<file path="config.mk">
export PLATFORM = sky130hd
export DESIGN_NAME = hamming_secded_pipe
export DESIGN_NICKNAME = d
export VERILOG_FILES = /design/src/rtl/hamming_pkg.sv /design/src/rtl/hamming_pipe_stage.sv /design/src/rtl/hamming_secded_pipe.sv
export SDC_FILE = /design/constraint.sdc
export NUM_CORES = 1
export LEC_CHECK = 0
export BUFFER_PORTS_ARGS = -buffer_cell sky130_fd_sc_hd__buf_2
export CAP_MARGIN = 25
export CORE_ASPECT_RATIO = 1.25
export CORE_MARGIN = 10
export CORE_UTILIZATION = 25
export DETAILED_ROUTE_END_ITERATION = 12
export MAX_ROUTING_LAYER = met4
export SLEW_MARGIN = 25
export SYNTH_ARGS = -nofsm -noshare
export SYNTH_HDL_FRONTEND = slang
export SYNTH_SLANG_ARGS = --single-unit
</file>
<file path="constraint.sdc">
create_clock -name clk -period 1.57 [get_ports clk]
set_clock_uncertainty 0.1 [all_clocks]
set_input_delay 0 -clock clk [delete_from_list [all_inputs] [get_ports clk]]
set_output_delay 0 -clock clk [all_outputs]
set_load 0.02 [all_outputs]
</file>
<file path="src/rtl/hamming_pkg.sv">
// -----------------------------------------------------------------------------
// hamming_pkg
// Shared definitions for the extended-Hamming (SECDED) codec:
//   MODE_ENC / MODE_DEC  - transaction mode encoding
//   DEF_DATA_W           - default data width
//   calc_r(data_w)       - number of Hamming parity bits R
//   calc_code_w(data_w)  - codeword width DATA_W + R + 1 (incl. overall parity)
//   is_pow2(idx)         - true for parity positions 1, 2, 4, ...
//   data_pos(j)          - codeword position of data bit j
// -----------------------------------------------------------------------------
package hamming_pkg;

    localparam logic MODE_ENC   = 1'b0;
    localparam logic MODE_DEC   = 1'b1;
    localparam int   DEF_DATA_W = 8;

    // Smallest r with 2^r >= data_w + r + 1.
    function automatic int calc_r(input int data_w);
        int r;
        r = 1;
        while ((1 << r) < data_w + r + 1) r++;
        return r;
    endfunction

    function automatic int calc_code_w(input int data_w);
        return data_w + calc_r(data_w) + 1;
    endfunction

    function automatic logic is_pow2(input int idx);
        return (idx > 0) && ((idx & (idx - 1)) == 0);
    endfunction

    // Data bits fill the non-power-of-two positions in ascending order.
    function automatic int data_pos(input int j);
        int pos;
        int cnt;
        pos = 0;
        cnt = 0;
        for (int p = 1; p < 128; p++) begin
            if (!is_pow2(p)) begin
                if (cnt == j && pos == 0) pos = p;
                cnt++;
            end
        end
        return pos;
    endfunction

endpackage

</file>
<file path="src/rtl/hamming_pipe_stage.sv">
// -----------------------------------------------------------------------------
// hamming_pipe_stage
// Generic elastic valid/ready register slice.
//   clk, rst_n        - clock, async active-low reset (clears valid and data)
//   i_valid/o_ready   - upstream handshake, i_data payload in
//   o_valid/i_ready   - downstream handshake, o_data payload out
// The slice loads when empty or when its content leaves in the same cycle, so
// a chain of these runs at full rate. Data only changes on a load, which keeps
// the output stable while the consumer stalls.
// -----------------------------------------------------------------------------
module hamming_pipe_stage #(
    parameter int W = 8
) (
    input  logic         clk,
    input  logic         rst_n,
    input  logic         i_valid,
    output logic         o_ready,
    input  logic [W-1:0] i_data,
    output logic         o_valid,
    input  logic         i_ready,
    output logic [W-1:0] o_data
);

    logic         r_valid;
    logic [W-1:0] r_data;
    logic         w_load;

    assign o_ready = !r_valid || i_ready;
    assign w_load  = i_valid && o_ready;
    assign o_valid = r_valid;
    assign o_data  = r_data;

    always_ff @(posedge clk or negedge rst_n) begin
        if (!rst_n) begin
            r_valid <= 1'b0;
            r_data  <= '0;
        end else if (w_load) begin
            r_valid <= 1'b1;
            r_data  <= i_data;
        end else if (i_ready) begin
            r_valid <= 1'b0;
        end
    end

endmodule

</file>
<file path="src/rtl/hamming_secded_pipe.sv">
// -----------------------------------------------------------------------------
// hamming_secded_pipe
// Two-stage pipelined extended-Hamming SECDED encoder/decoder.
//   clk, rst_n                 - clock, async active-low reset
//   in_valid/in_ready          - input handshake
//   in_mode                    - MODE_ENC (data in [DATA_W-1:0]) or MODE_DEC
//   in_word                    - data or received codeword
//   out_valid/out_ready        - output handshake
//   out_mode, out_word         - codeword (encode) or corrected data (decode)
//   out_syndrome               - decode syndrome, 0 for encode
//   out_single / out_double    - corrected / uncorrectable flags
//   cnt_clear                  - synchronous clear of both counters
//   corr_cnt / uncorr_cnt      - saturating counts of transferred decode results
// Codeword: bit 0 = overall parity, bit i = Hamming position i.
// -----------------------------------------------------------------------------
module hamming_secded_pipe
    import hamming_pkg::*;
#(
    parameter  int DATA_W = DEF_DATA_W,
    parameter  int CNT_W  = 16,
    localparam int R      = calc_r(DATA_W),
    localparam int CODE_W = calc_code_w(DATA_W)
) (
    input  logic              clk,
    input  logic              rst_n,
    input  logic              in_valid,
    output logic              in_ready,
    input  logic              in_mode,
    input  logic [CODE_W-1:0] in_word,
    output logic              out_valid,
    input  logic              out_ready,
    output logic              out_mode,
    output logic [CODE_W-1:0] out_word,
    output logic [R-1:0]      out_syndrome,
    output logic              out_single,
    output logic              out_double,
    input  logic              cnt_clear,
    output logic [CNT_W-1:0]  corr_cnt,
    output logic [CNT_W-1:0]  uncorr_cnt
);

    localparam int IW   = $clog2(CODE_W);
    localparam int S1_W = 1 + CODE_W + R + 1;
    localparam int S2_W = 1 + CODE_W + R + 2;

    // ---------------- stage 1: syndrome / parity ----------------
    // Encode spreads data into a zero-parity word; the syndrome of that word is
    // exactly the parity-bit vector, so one syndrome tree serves both modes.
    logic [CODE_W-1:0] w_pre;
    logic [R-1:0]      w_syn;
    logic              w_par;

    always_comb begin
        w_pre = '0;
        if (in_mode == MODE_ENC) begin
            for (int j = 0; j < DATA_W; j++) w_pre[IW'(data_pos(j))] = in_word[j];
        end else begin
            w_pre = in_word;
        end
    end

    always_comb begin
        w_syn = '0;
        for (int i = 1; i < CODE_W; i++) begin
            if (w_pre[i]) w_syn = w_syn ^ R'(i);
        end
    end

    assign w_par = ^w_pre;

    logic [S1_W-1:0] w_s1_in, w_s1_out;
    logic            w_s1_valid, w_s2_ready;

    assign w_s1_in = {in_mode, w_pre, w_syn, w_par};

    hamming_pipe_stage #(.W(S1_W)) u_s1 (
        .clk     (clk),
        .rst_n   (rst_n),
        .i_valid (in_valid),
        .o_ready (in_ready),
        .i_data  (w_s1_in),
        .o_valid (w_s1_valid),
        .i_ready (w_s2_ready),
        .o_data  (w_s1_out)
    );

    // ---------------- stage 2: correction / extraction ----------------
    logic              w1_mode, w1_par;
    logic [CODE_W-1:0] w1_word;
    logic [R-1:0]      w1_syn;

    assign {w1_mode, w1_word, w1_syn, w1_par} = w_s1_out;

    logic              w_in_range, w_single, w_double;
    logic [CODE_W-1:0] w_corr, w_res;
    logic [R-1:0]      w_res_syn;

    // Syndromes beyond the last position cannot come from a single flip.
    assign w_in_range = (w1_syn <= R'(CODE_W - 1));
    assign w_single   = (w1_mode == MODE_DEC) && w1_par && w_in_range;
    assign w_double   = (w1_mode == MODE_DEC) &&
                        (w1_par ? !w_in_range : (w1_syn != '0));
    assign w_res_syn  = (w1_mode == MODE_DEC) ? w1_syn : '0;

    always_comb begin
        w_corr = w1_word;
        for (int i = 0; i < CODE_W; i++) begin
            if (w_single && (w1_syn == R'(i))) w_corr[i] = !w1_word[i];
        end
    end

    always_comb begin
        w_res = '0;
        if (w1_mode == MODE_ENC) begin
            w_res = w1_word;
            for (int k = 0; k < R; k++) w_res[1 << k] = w1_syn[k];
            // data parity xor Hamming parity bits = parity of bits 1..CODE_W-1
            w_res[0] = w1_par ^ (^w1_syn);
        end else begin
            for (int j = 0; j < DATA_W; j++) w_res[j] = w_corr[IW'(data_pos(j))];
        end
    end

    logic [S2_W-1:0] w_s2_in, w_s2_out;

    assign w_s2_in = {w1_mode, w_res, w_res_syn, w_single, w_double};

    hamming_pipe_stage #(.W(S2_W)) u_s2 (
        .clk     (clk),
        .rst_n   (rst_n),
        .i_valid (w_s1_valid),
        .o_ready (w_s2_ready),
        .i_data  (w_s2_in),
        .o_valid (out_valid),
        .i_ready (out_ready),
        .o_data  (w_s2_out)
    );

    assign {out_mode, out_word, out_syndrome, out_single, out_double} = w_s2_out;

    // ---------------- error counters ----------------
    logic             w_dec_xfer;
    logic [CNT_W-1:0] r_corr, r_uncorr;

    assign w_dec_xfer = out_valid && out_ready && (out_mode == MODE_DEC);

    always_ff @(posedge clk or negedge rst_n) begin
        if (!rst_n) begin
            r_corr   <= '0;
            r_uncorr <= '0;
        end else if (cnt_clear) begin
            r_corr   <= '0;
            r_uncorr <= '0;
        end else begin
            if (w_dec_xfer && out_single && !(&r_corr))
                r_corr <= r_corr + CNT_W'(1);
            if (w_dec_xfer && out_double && !(&r_uncorr))
                r_uncorr <= r_uncorr + CNT_W'(1);
        end
    end

    assign corr_cnt   = r_corr;
    assign uncorr_cnt = r_uncorr;

endmodule

</file>
* Word-level counts from Yosys, hierarchy flattened
Index checks and enable logic that the tools add are counted.
** Word-level totals
- Register bits :: 73
** Cells by class
- $add $sub $neg :: 238
- $lt $le $gt $ge :: 25
- Equality and inequality tests :: 1678
- Muxes and demuxes :: 4133
- Bitwise logic cells :: 13
- Reduce and logical (&&, ||, !) cells :: 4080
** Operators by type and width (count)
- 32-bit 2-to-1 mux :: 4002
- 32-bit zero test :: 2128
- 32-bit by 4-bit equality test with 1-bit output, second input constant :: 952
- 32-bit by 3-bit equality test with 1-bit output, second input constant :: 476
- 32-bit by 2-bit equality test with 1-bit output, second input constant :: 238
- 32-bit by 2-bit adder with 32-bit output, second input constant :: 236
- 1-bit logical AND :: 1922
- 4-bit 2-to-1 mux :: 38
- 4-bit by 6-bit less-than comparator with 1-bit output, second input constant :: 16
- 13-bit bitwise mux :: 7
- 16-bit 2-to-1 mux :: 4
- 3-bit 2-to-1 mux :: 18
- 1-bit 2-to-1 mux :: 43
- 16-bit by 1-bit adder with 16-bit output, second input constant :: 2
- 1-bit binary-select mux with 4-bit select :: 8
- 1-bit demux with 4-bit select :: 8
- 4-bit by 1-bit >= comparator with 1-bit output, second input constant :: 8
- 16-bit AND reduction :: 2
- 4-bit equality test, second input constant :: 5
- 1-bit zero test :: 18
- 4-bit by 3-bit equality test with 1-bit output, second input constant :: 4
- 13-bit bitwise AND :: 1
- 13-bit 2-to-1 mux :: 1
- 13-bit parity :: 1
- 15 further kinds :: 29

* Logic depth before layout (Yosys ltp)
Gate-level depths: netlist of the first run.
- Depth in word-level cells :: 510
- Depth in mapped cells :: 8
- Depth with buffers taken out :: 7

* Hierarchy
A second synthesis of the first run with hierarchy kept.
** Second synthesis, totals
- Cell total of the unflattened synthesis :: 382
- Area, all modules :: 4201.5 sq um
** By module, submodules not included
- hamming_secded_pipe :: instances 1, cells each 293, area each 2508.7 sq um, sequential area each 800.8 sq um
- hamming_pipe_stage (u_s2) :: instances 1, cells each 46, area each 898.4 sq um, sequential area each 525.5 sq um
- hamming_pipe_stage (u_s1) :: instances 1, cells each 43, area each 794.5 sq um, sequential area each 500.5 sq um

* Least setup slack after synthesis of the first run
OpenSTA, ideal clock, no wires.
- Path type :: reg2reg
- From :: register r_corr[0] (netlist: corr_cnt[0])
- To :: register r_corr[2] (netlist: corr_cnt[2])
- Library setup time :: 0.132 ns
- Data arrival time :: 1.644 ns
- Required time :: 1.338 ns
- Path slack :: -0.306 ns
- Stages on the path, launching flop included :: 8
- Buffers on the path :: 1
- Period minus slack after synthesis :: 1.876 ns
- Cells stage by stage :: dfrtp_1 > ha_1 > nand3_1 > nor4_1 > buf_2 > a211oi_1 > xnor2_1 > nor2_1
** On the way
- Word-level cells in the longest chain between the ends :: 4
** Ends and longest elaborated chain
- start: declaration :: line hamming_secded_pipe.sv:143 : logic [CNT_W-1:0] r_corr, r_uncorr;
- start signal: assignment :: line hamming_secded_pipe.sv:156 : r_corr <= r_corr + CNT_W'(1);
- parallel branches: the longest is 4 deep, another holds 16-bit by 1-bit adder with 16-bit output
Parallel ways; which one is timed is not known. The select of a mux whose other input is x is not followed.
A chain may end at the register's enable or synchronous reset.

* Final worst setup path of the first run
- From :: register r_corr[14] (netlist: corr_cnt[14])
- To :: register r_corr[3] (netlist: corr_cnt[3])
** On the way
- Word-level cells in the longest chain between the ends :: 4
** Ends and longest elaborated chain
- 16-bit AND reduction
- 1-bit zero test
- 1-bit logical AND
- 2-bit nonzero test (no line)
Every way passes these cells.

==> results of run 1 <==
-- stage by stage --
| step | TNS, ns | total power [mW] | utilization |
|---|---|---|---|
| final | -2.06 | 5.78 | 0.417 |
| after global routing | -4.65 | 6.10 | 0.417 |
| after CTS | -1.24 | 5.65 | 0.393 |
| after detailed placement | -1.54 | 3.47 | 0.349 |
| after global placement | -0.693 | 3.44 | 0.349 |
| after floorplan | -2.01 | 2.91 | - |
-- area by class of cell --
type / instances / area, um2 / share of cell area
multi-input combinational: 302 / 2450 / 0.405
sequential: 68 / 1740 / 0.287
timing repair buffer: 181 / 1290 / 0.213
tap: 178 / 223 / 0.0368
clock buffer: 9 / 225 / 0.0372
clock inverter: 7 / 82.6 / 0.0136
inverter: 8 / 40.0 / 0.00662
-- critical path: stages (launching register included) --
cell	delay, ns
dfrtp_2	0.36
nand4_1	0.20
nor4_4	0.39
buf_4	0.23
a211oi_2	0.08
xnor2_1	0.16
nor2_1	0.06
-- worst paths after layout --
check | startpoint | end | cells after the start
worst min-delay path | in_word[3] | u_s1.o_data[12] | 3
worst max register to register | corr_cnt[14] | corr_cnt[3] | 6
worst min register to register | u_s2.o_data[2] | u_s2.o_data[2] | 2
worst max-delay path | corr_cnt[14] | corr_cnt[3] | 6
min in group asynchronous | rst_n | corr_cnt[15] | 3
max in group asynchronous | rst_n | u_s1.o_data[3] | 3
-- power groups by stage --
stage / Sequential [mW] / Clock, mW / Combinational, mW
global placement: 2.14 / 0 / 1.29
floorplan: 2.28 / 0 / 0.625
CTS: 2.12 / 2.17 / 1.36
finish: 2.15 / 2.11 / 1.52
global route: 2.18 / 2.24 / 1.68
detailed placement: 2.16 / 0 / 1.31
-- per-layer routing --
layer | part of all wire | wire (um) | GRT usage
met5 | 0 | 0 | -
met2 | 0.52 | 5760 | 0.190
met1 | 0.42 | 4640 | 0.121
met3 | 0.052 | 576 | 0.0250
met4 | 0.0071 | 78 | 0.0266
-- cell families after synthesis --
kind of cell,after synthesis,share of synthesized area
simple gates,158,0.201
xor+xnor,50,0.129
flops,68,0.455
buf+inv,27,0.0278
mux,17,0.0479
fa+ha+maj,11,0.0368
compound gates,66,0.103
-- what timing repair did --
item                       CTS  global route
hold endpoints to repair    78             0
hold buffers                16             0
setup endpoints to repair   34            42
buffers inserted             8            14
gates resized for setup     28            60
pin swaps                   20            41
-- layout by cell type (no fill, tap or decap), types with 7 or more instances in the layout --
cell	Yosys	layout
nand2_1	56	52
nor4_4	0	8
dlygate4sd3_1	0	15
xor2_1	11	10
clkbuf_16	0	9
o21ai_0	36	25
dfrtp_1	68	39
nor2_1	35	35
ha_4	0	8
o21ai_1	1	9
xnor2_1	35	34
buf_4	0	79
buf_6	0	12
mux2i_1	13	13
nand3_1	15	10
nand2b_1	9	8
dfrtp_2	0	29
buf_2	2	72
nand4_1	7	7
a21oi_1	12	10
-- registers in the layout (all words and copies together) (netlist names) --
register / cells
uncorr_cnt: 16
u_s2.o_valid: 1
u_s2.o_data: 20
u_s1.o_data: 14
corr_cnt: 16
u_s1.o_valid: 1
-- synthesized netlist by cell type, types with 4 or more instances --
cell type / n
a21oi_1: 12
and3_1: 6
clkbuf_1: 15
dfrtp_1: 68
ha_1: 11
inv_1: 8
mux2i_1: 13
nand2_1: 56
nand2b_1: 9
nand3_1: 15
nand4_1: 7
nor2_1: 35
nor3_1: 7
nor4_1: 9
o2111ai_1: 8
o21ai_0: 36
or3_1: 4
xnor2_1: 35
xor2_1: 11
==> impl_results.md, run 1 <==
- CP Class: flop to flop
- Number of DRC markers in iteration 0: 272
- All-Layer GR Usage: 0.108
- First-pass GRT wire length: 17300 um
- Max-slew violations: 0
- Post-DP HPWL: 8080 um
- Worst Hold Class: input port to flop
- Via count: 3474
- Max Clock Freq: 574 MHz
- Pin slew with the least headroom to its limit: 0.599 ns
- Fin cells: 753
- Fill count: 1402
- Num ports: 73
- DRT antenna net count: 0
- Ys Warns: 0
- Sequential-to-total area share from yosys stat: 0.455
- Number of synthesized flops with an enable pin: 0
- Int Pwr: 3.90 mW
- Min cycle time layout: 1.74 ns
- Wire per inst: 14.7 um
- CTS tree: done
- Final worst slack: -0.171 ns
- IO buf count: 72
- Final setup violating endpoints: 25
- Die width: 129 um
- Diode count: 0
- Worst-path fanout max: 6
- Synth Register Bits: 68
- Combinational power share: 0.264
- R2r setup slk: -0.17 ns
- Remaining Overflow, GRT: 0
- Tcrit/Tclk final: 1.11
- Switching power: 1.88 mW
- Fin area: 0.00605 mm2
- Gpl congestion: 0.859
- Final nets: 600
- Synth top area share: 0.455
- H-tree Lvls: 3
- Syn Inst Count: 397
- Max cap viols: 0
- TritonRoute pass-1 iters: 4
- Max IR drop VDD: 0.505 mV
- Post-synthesis async set-or-reset flop share: 1.00
- Clock Pin Slew Worst Setup and Hold Paths: 0.07 ns
- Synth area leaders: dfrtp_1, xnor2_1, nand2_1, o21ai_0, ha_1
- Crit path required time: 1.65 ns
- Clock buffer count from CTS: 9
- Leak pwr: 2.63 nW
- Cell Pwr Density: 955 mW/mm2
- Row count: 49
- Area post-placement: 0.00507 mm2
- Worst hold slack: 0.0130 ns
- Placement Setup Slack: -0.124 ns
- Post-Route WL: 11100 um
- Syn Nets: 427
- Final count of hold timing violations: 0
- Initial core utilization: 0.257
- Die area: 0.0203 mm2
- Sw Ratio: 0.325
- Top FF cell, synth: dfrtp_1
- Failing checks: setup timing
- Vias in the first global route: 3480
- Setup crit end kind: flop
- Library cells used by synthesis: 39
- Root buf cell: clkbuf_16
- DRC Markers: 0
- Post-Place Cells: 701
- Clk buf depth: 2
- Clock Latency Late Sink: 0.33 ns
- Startpoint types: flop
- Cell taking the most area after synthesis: dfrtp_1
- Post-synthesis cell area: 0.00374 mm2
- Critical path arrival: 1.82 ns
- Register share of total power: 0.372
- Slew headroom: 0.601
- Pin count of the biggest net entering global routing: 69
- Clk pwr share: 0.365
- Sink Count: 68
- Area Growth Syn to Fin: 61.9%
- Share of post-route cells with drive strength above 1: 0.487
- Core ar.: 0.0145 mm2
- Outcome: finished with violations
- Die Ht: 157 um
- RSZ-0062 raised after global routing: yes
- Initial antenna violation count: 0
- Mapped Avg Cell Area: 9.41 um2
- Drt via density: 4.61
Power figures use the tool's default switching activity.
==> inputs of run 2 (changes only) <==
- CTS_BUF_LIST: default -> sky130_fd_sc_hd__clkbuf_16
- SLEW_MARGIN: 25 -> default
- clock period: 1.57 -> 1.44 ns (I/O delays scaled with it)
==> run 2 against run 1 <==
Net effect:
- the run still ends with setup timing left
- sequential cell count unchanged
- clock power up 4%
- via count up 1.4%
- core utilization up 1.6 points
- combinational power up 41%
- final cell count up 0.66%
- critical endpoint unchanged
- largest cell class unchanged
==> impl_results.md, run 2 (synthesis gave the netlist of run 1 again) <==
- Outcome: finished with violations (unchanged)
- Failing checks: setup timing (unchanged)
- Wire per inst: 15.0 um (was 14.7 um)
- Fill count: 1338 (was 1402)
- Combinational power share: 0.322 (was 0.264)
- Via count: 3524 (was 3474)
- Gpl congestion: 0.861 (was 0.859)
- Root buf cell: clkbuf_16 (unchanged)
- H-tree Lvls: 3 (unchanged)
- Die area: 0.0203 mm2 (unchanged)
- DRT antenna net count: 0 (unchanged)
- Share of post-route cells with drive strength above 1: 0.533 (was 0.487)
- Setup crit end kind: flop (unchanged)
- Reg2reg start: corr_cnt[0] (was corr_cnt[14])
- First-pass GRT wire length: 18400 um (was 17300 um)
- R2r setup slk: -0.20 ns (was -0.17 ns)
- Max-slew violations: 0 (unchanged)
- Worst-path fanout max: 4 (was 6)
- Post-DP HPWL: 7950 um (was 8080 um)
- R2R depth: 7 (was 6)
- CTS tree: done (unchanged)
- Placement Setup Slack: -0.259 ns (was -0.124 ns)
- DRC Markers: 0 (unchanged)
- Drt via density: 4.65 (was 4.61)
- Fin cells: 758 (was 753)
- All-Layer GR Usage: 0.115 (was 0.108)
- Cell Pwr Density: 1060 mW/mm2 (was 955 mW/mm2)
- Crit path required time: 1.54 ns (was 1.65 ns)
- Initial core utilization: 0.257 (unchanged)
- Worst-path cell chain: ha_4 > nand3_4 > nor4_4 > buf_4 > a211oi_2 > xnor2_1 > nor2_1 (was nand4_1 > nor4_4 > buf_4 > a211oi_2 > xnor2_1 > nor2_1)
- Top delay family on crit path: flip-flops (was simple AND/OR/NAND/NOR gates)
- Clock Pin Slew Worst Setup and Hold Paths: 0.06 ns (was 0.07 ns)
- Commonest non-fill, non-tap cell in the layout: buf_4 (unchanged)
- Switching power: 2.17 mW (was 1.88 mW)
- Fin area: 0.00629 mm2 (was 0.00605 mm2)
- Final worst slack: -0.200 ns (was -0.171 ns)
- Sink Count: 68 (unchanged)
- Post-Route WL: 11300 um (was 11100 um)
- Number of DRC markers in iteration 0: 218 (was 272)
- Startpoint types: flop (unchanged)
- Area Growth Syn to Fin: 68.3% (was 61.9%)
- Final setup violating endpoints: 52 (was 25)
- Int Pwr: 4.49 mW (was 3.90 mW)
- Post-Place Cells: 710 (was 701)
- FF-to-FF End: corr_cnt[3] (unchanged)
- End of the critical path: corr_cnt[3] (unchanged)
- Vias in the first global route: 3745 (was 3480)
- Max Clock Freq: 610 MHz (was 574 MHz)
- Worst Path Buf+Inv: 1 (unchanged)
- Clk pwr share: 0.329 (was 0.365)
- Setup TNS Final: -4.52 ns (was -2.06 ns)
- Final nets: 605 (was 600)
- Max cap viols: 0 (unchanged)
- Pin slew with the least headroom to its limit: 0.623 ns (was 0.599 ns)
- Max IR drop VDD: 0.671 mV (was 0.505 mV)
- Num ports: 73 (unchanged)
- Tcrit/Tclk final: 1.14 (was 1.11)
- Commonest non-fill, non-tap cells in the layout: buf_4, buf_2, nand2_1 (unchanged)
- IO buf count: 72 (unchanged)
- Register share of total power: 0.348 (was 0.372)
- Remaining Overflow, GRT: 0 (unchanged)
- Area post-placement: 0.00524 mm2 (was 0.00507 mm2)
- Slowest stage delay, CP: 0.42 ns (was 0.39 ns)
- Final count of hold timing violations: 0 (unchanged)
- Final Util: 0.433 (was 0.417)
- Core ar.: 0.0145 mm2 (unchanged)
- Clk buf depth: 2 (unchanged)
- Leak pwr: 2.70 nW (was 2.63 nW)
- Clock buffer count from CTS: 9 (unchanged)
- Slowest-stage cell, CP: dfrtp_2 (was nor4_4)
- Initial antenna violation count: 0 (unchanged)
- Min-delay src: in_word[2] (was in_word[3])
- Number of flip-flops in the largest register: 20 (unchanged)
- Row count: 49 (unchanged)
- Worst Setup SP: corr_cnt[0] (was corr_cnt[14])
- Diode count: 0 (unchanged)
- RSZ-0062 raised after global routing: yes (unchanged)
- Slew headroom: 0.584 (was 0.601)
- Critical path arrival: 1.74 ns (was 1.82 ns)
- Sw Ratio: 0.326 (was 0.325)
- Clock Latency Late Sink: 0.33 ns (about the same)
- Pin count of the biggest net entering global routing: 69 (unchanged)
- Worst Hold Class: input port to flop (unchanged)
- Min cycle time layout: 1.64 ns (was 1.74 ns)
- Worst path depth: 7 (was 6)
- CP Class: flop to flop (unchanged)
- Die width: 129 um (unchanged)
- Die Ht: 157 um (unchanged)
- TritonRoute pass-1 iters: 4 (unchanged)
run 2: changes by cell type in the layout (fill, tap and decap cells not counted), sizes merged:
| cell | previous run | this run |
|---|---|---|
| buf | 165 | 175 |
| clkinv | 0 | 5 |
| dlygate4sd3 | 15 | 10 |
| dlymetal6s4s | 1 | 0 |
| inv | 12 | 7 |
| nand2b | 9 | 10 |
run 2: worst register-to-register path, delay by kind of cell, from the launching register on:
| kind | cells | cell delay (ns) |
|---|---|---|
| simple gates | 3 | 0.36 |
| fa+ha+maj | 1 | 0.16 |
| buf+inv | 1 | 0.23 |
| compound gates | 1 | 0.08 |
| flops | 1 | 0.42 |
| xor+xnor | 1 | 0.14 |
run 2: final cells by class:
| class | count | area [um2] | share of cell area |
|---|---|---|---|
| sequential | 68 | 1740 | 0.277 |
| tap | 178 | 223 | 0.0354 |
| multi-input combinational | 303 | 2620 | 0.416 |
| clock inverter | 7 | 67.6 | 0.0107 |
| timing repair buffer | 185 | 1370 | 0.217 |
| clock buffer | 9 | 225 | 0.0358 |
| inverter | 8 | 47.5 | 0.00756 |
run 2: metrics by stage:
step	hold WS, ns	total power [mW]
2_1_floorplan	-0.396	3.27
3_3_place_gp	-0.0457	3.95
3_5_place_dp	-0.0408	3.98
4_1_cts	-0.0657	6.58
5_1_grt	0.0345	6.99
6_report	0.00785	6.66
run 2: how the worst min path moves through the flow:
stage / endpoint / slack, ns / cells after the start
3_5_place_dp: corr_cnt[9] / -0.04 / 2
4_1_cts: u_s2.o_valid / -0.07 / 3
6_report: u_s1.o_data[11] / 0.008 / 4
5_1_grt: u_s1.o_data[11] / 0.03 / 4
3_3_place_gp: corr_cnt[15] / -0.05 / 2
2_1_floorplan: corr_cnt[0] / -0.40 / 0
run 2: power groups by stage:
stage | registers, mW | logic [mW] | clock network, mW
after floorplan | 2.49 | 0.778 | 0
after global placement | 2.32 | 1.63 | 0
after detailed placement | 2.34 | 1.65 | 0
after CTS | 2.32 | 2.02 | 2.24
after global routing | 2.35 | 2.32 | 2.32
final | 2.32 | 2.15 | 2.19
run 2: layer usage:
| metal | vias to the layer above | track usage | wire (um) |
|---|---|---|---|
| li1 | 1741 | - | - |
| met1 | 1702 | 0.124 | 4700 |
| met2 | 68 | 0.206 | 5980 |
| met3 | 13 | 0.0257 | 539 |
| met4 | 0 | 0.0353 | 128 |
| met5 | - | - | 0 |
run 2: timing repair:
action / in CTS / in global routing
gates cloned: 3 / 0
pin swaps: 44 / 35
hold buffers: 9 / 1
setup buffers: 15 / 6
endpoints found under the setup margin: 50 / 67
gates resized for setup: 76 / 41
hold endpoints to repair: 78 / 1
